==> src/rtl/pc_control.sv <==
// rtl/pc_control.sv - next-PC select with condition decode and registered PC
module pc_control (
  input  logic        clk,
  input  logic        rst_n,
  input  logic        en,
  input  logic [2:0]  C,
  input  logic [8:0]  I,
  input  logic [2:0]  F,
  input  logic [15:0] PC_in,
  input  logic [15:0] BR,
  output logic [15:0] PC_out,
  output logic        taken,
  output logic [15:0] PC_q
);

  typedef enum logic [2:0] {
    CC_NE = 3'b000,
    CC_EQ = 3'b001,
    CC_GT = 3'b010,
    CC_LT = 3'b011,
    CC_GE = 3'b100,
    CC_LE = 3'b101,
    CC_OV = 3'b110,
    CC_UN = 3'b111
  } cond_e;

  logic        flag_z;
  logic        flag_v;
  logic        flag_n;
  logic [15:0] seq_pc;
  logic [15:0] off;
  logic [15:0] PC_d;

  assign flag_z = F[2];
  assign flag_v = F[1];
  assign flag_n = F[0];
  assign seq_pc = PC_in + 16'd2;
  // word offset: sign-extend then convert to bytes
  assign off    = {{6{I[8]}}, I, 1'b0};

  always_comb begin
    taken = 1'b0;
    unique case (cond_e'(C))
      CC_NE:   taken = ~flag_z;
      CC_EQ:   taken = flag_z;
      CC_GT:   taken = ~flag_z & ~flag_n;
      CC_LT:   taken = flag_n;
      CC_GE:   taken = flag_z | ~flag_n;
      CC_LE:   taken = flag_n | flag_z;
      CC_OV:   taken = flag_v;
      CC_UN:   taken = 1'b1;
      default: taken = 1'b0;
    endcase
  end

  always_comb begin
    PC_out = seq_pc;
    if (taken) begin
      PC_out = BR[0] ? (seq_pc + off) : BR;
    end
  end

  always_comb begin
    PC_d = PC_q;
    if (en) begin
      PC_d = PC_out;
    end
  end

  always_ff @(posedge clk or negedge rst_n) begin
    if (!rst_n) begin
      PC_q <= 16'h0000;
    end else begin
      PC_q <= PC_d;
    end
  end

endmodule

==> config.mk <==
export PLATFORM = sky130hd
export DESIGN_NAME = pc_control
export DESIGN_NICKNAME = d
export VERILOG_FILES = /design/src/rtl/pc_control.sv
export SDC_FILE = /design/constraint.sdc
export NUM_CORES = 1
export LEC_CHECK = 0
export CAP_MARGIN = 20
export CORE_MARGIN = 3
export CORE_UTILIZATION = 45
export DETAILED_ROUTE_END_ITERATION = 10
export PLACE_DENSITY = 0.82
export RECOVER_POWER = 50
export SYNTH_ARGS = -nofsm -noshare
export SYNTH_HDL_FRONTEND = slang
export SYNTH_SLANG_ARGS = --single-unit
==> constraint.sdc <==
create_clock -name clk -period 4.5 [get_ports clk]
set_input_delay 0.9 -clock clk [delete_from_list [all_inputs] [get_ports clk]]
set_output_delay 0.9 -clock clk [all_outputs]
set_load 0.05 [all_outputs]
==> run metrics, run 1 <==
Core Footprint 4504 µm²; Crit Path Category in -> out; ys flop type dfrtp_1; post-synthesis mux area share 9.028%; YS warnings 0; max reg flops 16; Total GRT Usage 33.90%; Critical Path AT 3.77 ns; Die Span X 75.54 µm; Synth Cell Area 2176 µm²; largest family of logic cells by synthesized area compound AO/OA/AOI/OAI gates; syn_nets 329; Synth cell types 51; xor-xnor portion of the synthesized cell area 7.533%; CTS clk-pin slew, worst paths 0.07 ns; Initial Utilization 48.31%; DIE AREA 5706 µm²; setup ws final -0.1668 ns; layout cell share with drive strength beyond 1 40.84%; Clock Skews 0 ns; Sw Pwr 0.5362 mW; Crit-path slowest cell mux2_4; switching part of the total 47.79%; Internal 0.5857 mW; CP peak stage delay 0.36 ns; Crit path buffers/inverters 4; Tmin final 4.667 ns; sequential area share after synthesis 18.40%; DR WL/cell 24.51 µm; Num CTS Buffers 3; 1st-pass router iterations 5; DRC 0; Die H 75.54 µm; via-per-instance ratio 6.565; Hold Path Cell Cnt 1; Critical Path RT 3.60 ns; largest net degree at the start of global routing 34; cell count after synthesis 259; Regs by FF count PC_q x16; Worst IR Drop VDD 0.0002943 V; Root Driver clkbuf_8; final setup vio count 4; Largest delay share family, worst path compound AO/OA/AOI/OAI gates; worst hold path class reg -> reg; worst hold slack 0.5099 ns; Overflow after GRT 0; routed wire length 11,840 µm; Cell Chain, Critical Path clkbuf_4 -> ha_4 -> buf_4 -> nand3_1 -> nor3_2 -> xor2_1 -> ha_1 -> buf_4 -> a21oi_1 -> o21ai_0 -> a31oi_1 -> mux2_4 -> a31oi_4 -> buf_12; status complete, but fails checks; initial antenna violation count 0; critical path fanouts, max 5; antenna cells 0; failing checks negative setup slack; synth-to-layout area growth 88.79%; Clk pwr share 12.5%; Clk Latency, worst-skew pair 0.26 ns; startpoint types input pin; Compound-Gate Fraction of Synth Area 24.90%; CTS H-Tree Depth 1; Final Wtd Congestion 0.8865; PD cells 273.1 nW/µm²; Sink Count 16; I/O pins 83; Synth Register Bits 16; post-synthesis adder-cell area fraction 11.85%; number of synthesized flops with an enable pin 0; Mean Syn Cell Area 8.401 µm²; Most common cell on crit path buf_4; IO Port Bufs 82; routed vias 3,171; R2R depth 2; period utilization 103.7%; DRT iter0 DRCs 332; first-pass GRT wire length 14,790 µm; combinational share of power 70.6%; total power 1.122 mW; Slew @ Worst Pin 1.041 ns; relative slew slack 30.39%; fmax 214.3 MHz; Detailed Place HPWL 5831 µm; deepest clock path buffer count 2; Setup TNS -0.3723 ns; remaining antenna violation count 0; Levels on crit path 14; final hold violation count 0; Largest Register PC_q; Max-cap violations 0; Synth Area in Simple Gates 22.94%; Flop pwr share 16.8%; Static Leakage 1.901 nW; TritonCTS clock tree yes; Rows 24; crit end category output pin; asr flop ratio synth 100.0%; fin. max-slew vios 0; number of global-route vias before repair 3,104; Final #Nets 502; # hold bufs at CTS 0
metrics by stage:
step,instances,worst slack (ns),area [µm²],util (%)
floorplan,259,0.06942,2188,-
global placement,455,-0.3769,3679,81.67
detailed placement,455,-0.4241,3679,81.67
CTS,480,0.003738,3995,88.69
global route,483,-0.2945,4108,91.19
finish,483,-0.1668,4108,91.19
Yosys cell counts (3+ instances only):
master | instances | area [µm²]
a21oi_1 | 15 | 75.07
nand2_1 | 14 | 52.55
nand3_1 | 11 | 55.05
mux2_2 | 13 | 146.4
o21ai_0 | 13 | 65.06
a21o_1 | 7 | 52.55
a31oi_1 | 10 | 62.56
a211oi_1 | 3 | 22.52
buf_2 | 3 | 15.01
mux2i_1 | 5 | 50.05
o22ai_1 | 3 | 18.77
nand4_1 | 4 | 25.02
xnor2_1 | 8 | 70.07
a41oi_1 | 3 | 26.28
nand2b_1 | 8 | 50.05
dfrtp_1 | 16 | 400.4
or3_1 | 3 | 18.77
nor3_1 | 4 | 20.02
nor2_1 | 22 | 82.58
ha_1 | 19 | 237.7
inv_1 | 17 | 63.81
nor2b_1 | 8 | 50.05
xor2_1 | 7 | 61.31
clkbuf_1 | 6 | 22.52
o21a_1 | 5 | 37.54
cells by family (layout without fill, tap and decap cells):
group / after synthesis / in the layout
buffers and inverters: 28 / 200
muxes: 18 / 18
DFF: 16 / 16
adders and majority gates: 20 / 20
AOI/OAI and AO/OA: 74 / 74
xor gates and xnor gates: 17 / 17
and+or+nand+nor: 86 / 86
power by group through the flow:
stage	clock [mW]	combinational, mW	sequential (mW)
after CTS	0.134	0.730	0.185
after floorplan	0	0.279	0.283
final	0.140	0.793	0.189
after global routing	0.142	0.820	0.190
after global placement	0	0.675	0.186
after detailed placement	0	0.690	0.187
worst register-to-register path: stages (launching register included):
cell and delay (ns):
dfrtp_1 0.40, mux2_2 0.29, a41o_1 0.24
repair_timing:
action,in CTS,in global routing
pin swaps,25,24
endpoints found under the setup margin,8,8
buffers inserted,21,3
gates resized for setup,31,49
path summary, 6_finish.rpt:
| check | from | endpoint | slack [ns] |
|---|---|---|---|
| min in group asynchronous | rst_n | PC_q[11] | 1.15 |
| max reg2reg | PC_q[15] | PC_q[15] | 3.45 |
| min reg2reg | PC_q[10] | PC_q[10] | 0.51 |
| max | PC_in[1] | PC_out[12] | -0.17 |
| min | PC_q[10] | PC_q[10] | 0.51 |
| max in group asynchronous | rst_n | PC_q[7] | 2.84 |
area by class of cell:
| class | count | area [µm²] |
|---|---|---|
| fillers | 179 | 396.6 |
| inverters | 18 | 67.56 |
| flip-flops and latches | 16 | 400.4 |
| repair buffers | 178 | 1658 |
| well taps | 52 | 65.06 |
| multi-input cells | 215 | 1862 |
| clock buffers | 4 | 55.05 |
cell usage in the layout, fill, tap and decap left out, drive strengths merged, types with 13 or more instances in the layout:
cell type,count
a21oi,15
buf,115
clkdlybuf4s50,39
dfrtp,16
dlygate4sd3,16
ha,19
inv,18
mux2,13
nand2,14
nor2,22
o21ai,14
per-layer routing:
metal | wire, µm | part of all wire [%] | GRT usage (%) | up-vias
met1 | 3946 | 33 | 35.89 | 1471
met5 | 0 | 0 | 0 | -
li1 | - | - | - | 1298
met3 | 1015 | 8.6 | 8.047 | 116
met2 | 5749 | 49 | 61.74 | 286
met4 | 1128 | 9.5 | 17.86 | 0
(Power assumes the default switching activity.)
==> run 2: changes to the inputs <==
--- a/config.mk
+++ b/config.mk
@@ -7,9 +7,10 @@
 export LEC_CHECK = 0
 export CAP_MARGIN = 20
 export CORE_MARGIN = 3
-export CORE_UTILIZATION = 45
+export CORE_UTILIZATION = 60
 export DETAILED_ROUTE_END_ITERATION = 10
-export PLACE_DENSITY = 0.82
+export DONT_BUFFER_PORTS = 1
+export PLACE_DENSITY = 0.76
 export RECOVER_POWER = 50
 export SYNTH_ARGS = -nofsm -noshare
 export SYNTH_HDL_FRONTEND = slang
==> run 2 against run 1 <==
  * The flow now finishes without violations
  * Core utilization shrank 19 points
  * Sequential power grew 51%
  * Clock power shrank 30%
  * Combinational power shrank 53%
  * Critical path depth shrank 3
  * Critical endpoint is now PC_out[15]
  * Largest cell class unchanged
==> run metrics, run 2 (same netlist as run 1, synthesis figures left out) <==
Largest Register PC_q; crit path launch PC_in[3]; crit end category output pin; DIE AREA 4385 µm² (-23%); routed wire length 5481 µm (-54%); Final #Nets 345 (-31%); R2R depth 2 (unchanged); CTS clk-pin slew, worst paths 0.10 ns (+0.03 ns); Core Footprint 3416 µm² (-24%); Critical Path AT 3.48 ns (-0.29 ns); Clk Latency, worst-skew pair 0.30 ns (+0.04 ns); fmax 228.2 MHz (+6.5%); DRT iter0 DRCs 108 (-67%); routed vias 1,985 (-37%); Slew @ Worst Pin 0.5351 ns (-0.5057 ns); commonest non-fill, non-tap cell in the layout nor2_1; I/O pins 83 (unchanged); relative slew slack 64.27% (+34 points); status completed; Max-cap violations 0 (unchanged); RR Startpoint PC_q[15]; IO Port Bufs 0 (-100%); startpoint types input pin; Overflow after GRT 0 (unchanged); CTS H-Tree Depth 1 (unchanged); number of global-route vias before repair 1,890 (-39%); final hold violation count 0 (unchanged); Post-Place Cell Area 2385 µm² (-35%); Tmin final 4.382 ns (-0.2844 ns); FF-to-FF setup slack 3.27 ns (-0.18 ns); Sink Count 16 (unchanged); worst hold path class in -> async; largest net degree at the start of global routing 34 (unchanged); Static Leakage 1.058 nW (-44%); final setup vio count 0 (-4); Die H 66.22 µm (-12%); Crit Path Category in -> out; worst hold slack 0.2810 ns (-0.2289 ns); Clock Skews 0 ns (unchanged); Critical Path RT 3.60 ns (about the same); RR Endpoint PC_q[15]; remaining antenna violation count 0 (unchanged); Setup TNS 0 ns (+0.3723 ns); Worst IR Drop VDD 0.0002683 V (-8.8%); most frequent cells in the layout nor2_1 (22), ha_1 (19), buf_4 (18); Root Driver clkbuf_4; Total GRT Usage 25.53% (-8.4 points); via-per-instance ratio 6.203 (-5.5%); synth-to-layout area growth 13.57%; Final Wtd Congestion 0.9104 (+2.7%); Detailed Place HPWL 4456 µm (-24%); post-route cell area 2471 µm² (-40%); initial antenna violation count 0 (unchanged); first-pass GRT wire length 8763 µm (-41%); critical path fanouts, max 6 (+1); Post-Place Cells 315 (-31%); Die Span X 66.22 µm (-12%); crit path to PC_out[15]; antenna cells 0 (unchanged); deepest clock path buffer count 2 (unchanged); fin. max-slew vios 0 (unchanged); DR WL/cell 17.13 µm (-30%); Rows 21 (-13%); period utilization 97.39% (-6.3 points); Initial Utilization 63.70% (+15 points); layout cell share with drive strength beyond 1 21.53% (-19 points); Num CTS Buffers 3 (unchanged); RSZ-0062 raised after global routing false; PD cells 305.4 nW/µm² (+12%); fin cells 320 (-34%); max reg flops 16 (unchanged); 1st-pass router iterations 4 (-1); DRC 0 (unchanged); Regs by FF count PC_q x16; TritonCTS clock tree yes
-- run 2: cell count changes in the layout (fill, tap and decap cells not counted), sizes merged --
| cell | previous run | this run |
|---|---|---|
| buf | 115 | 21 |
| dlymetal6s2s | 4 | 0 |
| clkdlybuf4s50 | 39 | 0 |
| clkbuf | 8 | 4 |
| dlygate4sd3 | 16 | 0 |
-- run 2: repair_timing --
action                     4_1_cts  5_1_grt
setup endpoints to repair        0        3
hold buffers                     0        0
setup buffers                    0        1
resized for setup                0        6
-- run 2: how the worst min path moves through the flow --
| stage | cells past startpoint | endpoint | slack (ns) | start |
|---|---|---|---|---|
| 2_1_floorplan | 0 | PC_q[0] | 0.60 | rst_n |
| 3_3_place_gp | 0 | PC_q[13] | 0.60 | rst_n |
| 3_5_place_dp | 0 | PC_q[13] | 0.60 | rst_n |
| 4_1_cts | 0 | PC_q[13] | 0.28 | rst_n |
| 5_1_grt | 0 | PC_q[13] | 0.26 | rst_n |
| 6_report | 0 | PC_q[9] | 0.28 | rst_n |
-- run 2: where the power goes --
part           total, mW  switching, mW  internal, mW
Combinational      0.371          0.222         0.148
Clock             0.0983         0.0490        0.0493
Sequential         0.286          0.117         0.169
Total              0.755          0.388         0.367
-- run 2: routing by layer --
layer	up-vias	track usage (%)	part of all wire, %
met5	-	0	0
met1	944	31.83	41
li1	987	-	-
met2	50	46.72	54
met3	4	4.932	4.6
met4	0	2.284	0.51
-- run 2: final cells by class --
class | instances | area (µm²)
inverter | 18 | 67.56
timing repair buffer | 21 | 195.2
multi-input combinational | 215 | 1714
sequential | 16 | 400.4
tap | 46 | 57.56
fill | 279 | 944.7
clock buffer | 4 | 36.28
-- run 2: critical path: stages --
cell	delay [ns]
nand4_4	0.14
nor4_1	0.32
xor2_1	0.28
ha_1	0.34
a21o_1	0.22
a31oi_2	0.25
nor3_1	0.13
a2111oi_4	0.33
xnor2_1	0.19
a31o_1	0.24
buf_12	0.15
-- run 2: stage by stage --
| stage | utilization [%] | setup WS [ns] | power (mW) |
|---|---|---|---|
| finish | 72.34 | 0.1176 | 0.7546 |
| global placement | 69.82 | 0.06080 | 0.6410 |
| detailed placement | 69.82 | 0.04000 | 0.6488 |
| CTS | 70.88 | 0.01663 | 0.7455 |
| global route | 72.34 | 0.007061 | 0.7957 |
| floorplan | - | 0.06942 | 0.5628 |
==> run 3: changes to the inputs <==
==> constraint.sdc (replaced) <==
create_clock -name clk -period 4.5 [get_ports clk]
set_input_delay 0.9 -clock clk [delete_from_list [all_inputs] [get_ports clk]]
set_output_delay 0.9 -clock clk [all_outputs]
set_load 0.02 [all_outputs]
==> run 3 against run 2 <==
  * Fmax increased by 0.96%
  * Core utilization shrank 4.5 points
  * Clock skew is the same
  * Wire length decreased by 5.0%
  * Final area fell by 6.3%
  * Register-to-register slack improved by 0.17 ns
  * Via count fell by 5.6%
  * Die area did not move
  * Total power fell by 22%
  * Final cell count down 3.1%
  * Critical path type unchanged
  * Critical endpoint is now PC_out[12]
  * Largest power group unchanged
  * Highest routed layer is now met3
==> run metrics, run 3 (same netlist as run 1, synthesis figures left out) <==
status completed; final hold violation count 0 (unchanged); worst hold path class in -> async; CP peak stage delay 0.38 ns (+0.04 ns); FF-to-FF setup slack 3.44 ns (+0.17 ns); synth-to-layout area growth 6.440%; PD cells 254.4 nW/µm² (-17%); Crit-path slowest cell mux2_2; Core Footprint 3416 µm² (unchanged); Static Leakage 0.9919 nW (-6.3%); first-pass GRT wire length 8362 µm (-4.6%); Detailed Place HPWL 4269 µm (-4.2%); Root Driver clkbuf_4; layout cell share with drive strength beyond 1 17.80% (-3.7 points); post-route cell area 2316 µm² (-6.3%); initial antenna violation count 0 (unchanged); number of global-route vias before repair 1,796 (-5.0%); final setup vio count 0 (unchanged); Most common cell on crit path a31oi_1; Clock Skews 0 ns (unchanged); critical path fanouts, max 6 (unchanged); routed wire length 5205 µm (-5.0%); fillers 286 (+2.5%); Overflow after GRT 0 (unchanged); Final #Nets 335 (-2.9%); Worst IR Drop VDD 0.0002973 V (+11%); commonest non-fill, non-tap cell in the layout nor2_1; Setup TNS 0 ns (unchanged); CTS clk-pin slew, worst paths 0.10 ns (about the same); Rows 21 (unchanged); relative slew slack 49.94% (-14 points); Die H 66.22 µm (unchanged); 1st-pass router iterations 6 (+2); Slew @ Worst Pin 0.7431 ns (+0.2080 ns); I/O pins 83 (unchanged); Regs by FF count PC_q x16; DIE AREA 4385 µm² (unchanged); DRC 0 (unchanged); TritonCTS clock tree yes; max reg flops 16 (unchanged); Cell Chain, Critical Path nand4_4 -> or2_4 -> nor2_1 -> xnor2_1 -> ha_1 -> a21o_1 -> a31oi_2 -> o21ai_0 -> a31oi_1 -> mux2_2 -> a31oi_1 -> buf_4; DR WL/cell 16.79 µm (-2.0%); Total GRT Usage 24.15% (-1.4 points); worst hold slack 0.2862 ns (+0.005229 ns); IO Port Bufs 0 (unchanged); startpoint types input pin; Largest Register PC_q; Crit Path Category in -> out; Num CTS Buffers 3 (unchanged); fmax 230.4 MHz (+0.96%); Largest delay share family, worst path compound AO/OA/AOI/OAI gates; Final Wtd Congestion 0.9081 (-0.25%); CTS H-Tree Depth 1 (unchanged); fin. max-slew vios 0 (unchanged); Max-cap violations 0 (unchanged); Clk Latency, worst-skew pair 0.29 ns (about the same); routed vias 1,874 (-5.6%); largest net degree at the start of global routing 36 (+5.9%); period utilization 96.46% (-0.93 points); antenna cells 0 (unchanged); crit end category output pin; via-per-instance ratio 6.045 (-2.5%); DRT iter0 DRCs 103 (-4.6%); remaining antenna violation count 0 (unchanged); Post-Place Cell Area 2267 µm² (-4.9%); Post-CTS Setup Repair Bufs 0 (unchanged); Critical Path AT 3.44 ns (-0.04 ns); total power 0.5892 mW (-22%); deepest clock path buffer count 2 (unchanged); Crit path buffers/inverters 1 (unchanged); Tmin final 4.341 ns (-0.04179 ns); Initial Utilization 63.70% (unchanged); Sink Count 16 (unchanged); Die Span X 66.22 µm (unchanged); most frequent cells in the layout nor2_1 (22), ha_1 (19), inv_1 (17); Critical Path RT 3.60 ns (about the same)
==> run 3: cell types whose count changed in the layout (fill, tap and decap cells not counted) <==
cell | before | now
buf_4 | 18 | 11
a31oi_4 | 3 | 0
a21oi_2 | 1 | 0
o21ai_0 | 12 | 13
buf_12 | 3 | 0
a31o_1 | 1 | 0
a21oi_1 | 14 | 15
a31oi_2 | 2 | 3
a31oi_1 | 7 | 9
a31o_2 | 0 | 1
o21ai_1 | 2 | 1
==> run 3: repair_timing <==
item / in CTS / in global routing
gates resized for setup: 0 / 3
endpoints found under the setup margin: 0 / 3
hold buffers: 0 / 0
==> run 3: layer usage <==
metal / up-vias / track usage [%] / wire [µm]
li1: 964 / - / -
met1: 860 / 30.37 / 2147
met2: 50 / 43.99 / 2776
met3: 0 / 5.442 / 281
met4: 0 / 0.7614 / 0
met5: - / 0 / 0
==> run 3: path summary, 6_finish.rpt <==
path                               start         end  depth (start not counted)
worst min register to register  PC_q[13]    PC_q[13]                          2
worst max-delay path            PC_in[3]  PC_out[12]                         12
max in group asynchronous          rst_n     PC_q[5]                          0
min in group clk                PC_q[13]    PC_q[13]                          2
worst min-delay path               rst_n    PC_q[13]                          0
worst max register to register  PC_q[15]    PC_q[15]                          2
==> run 3: worst register-to-register path, stage by stage (launching register included) <==
cell,delay (ns)
dfrtp_1,0.47
mux2_2,0.29
a41o_1,0.20
==> run 3: report_power, final <==
group          internal (mW)  switching [mW]
logic                  0.116           0.155
clock network         0.0493          0.0464
registers              0.171          0.0526
total                  0.336           0.254
==> run 3: metrics by stage <==
step / cells / setup slack (ns) / util, %
6_report: 310 / 0.1593 / 67.80
5_1_grt: 310 / -0.02353 / 67.80
4_1_cts: 310 / 0.08132 / 67.44
3_5_place_dp: 306 / 0.07353 / 66.37
3_3_place_gp: 306 / 0.1442 / 66.37
2_1_floorplan: 259 / 0.2175 / -
==> run 3: cell type report <==
class	count	area, µm²	area share [%]
clock buffers	4	36.28	1.567
inverters	18	67.56	2.917
well taps	46	57.56	2.485
repair buffers	11	82.58	3.566
multi-input cells	215	1672	72.18
flip-flops and latches	16	400.4	17.29
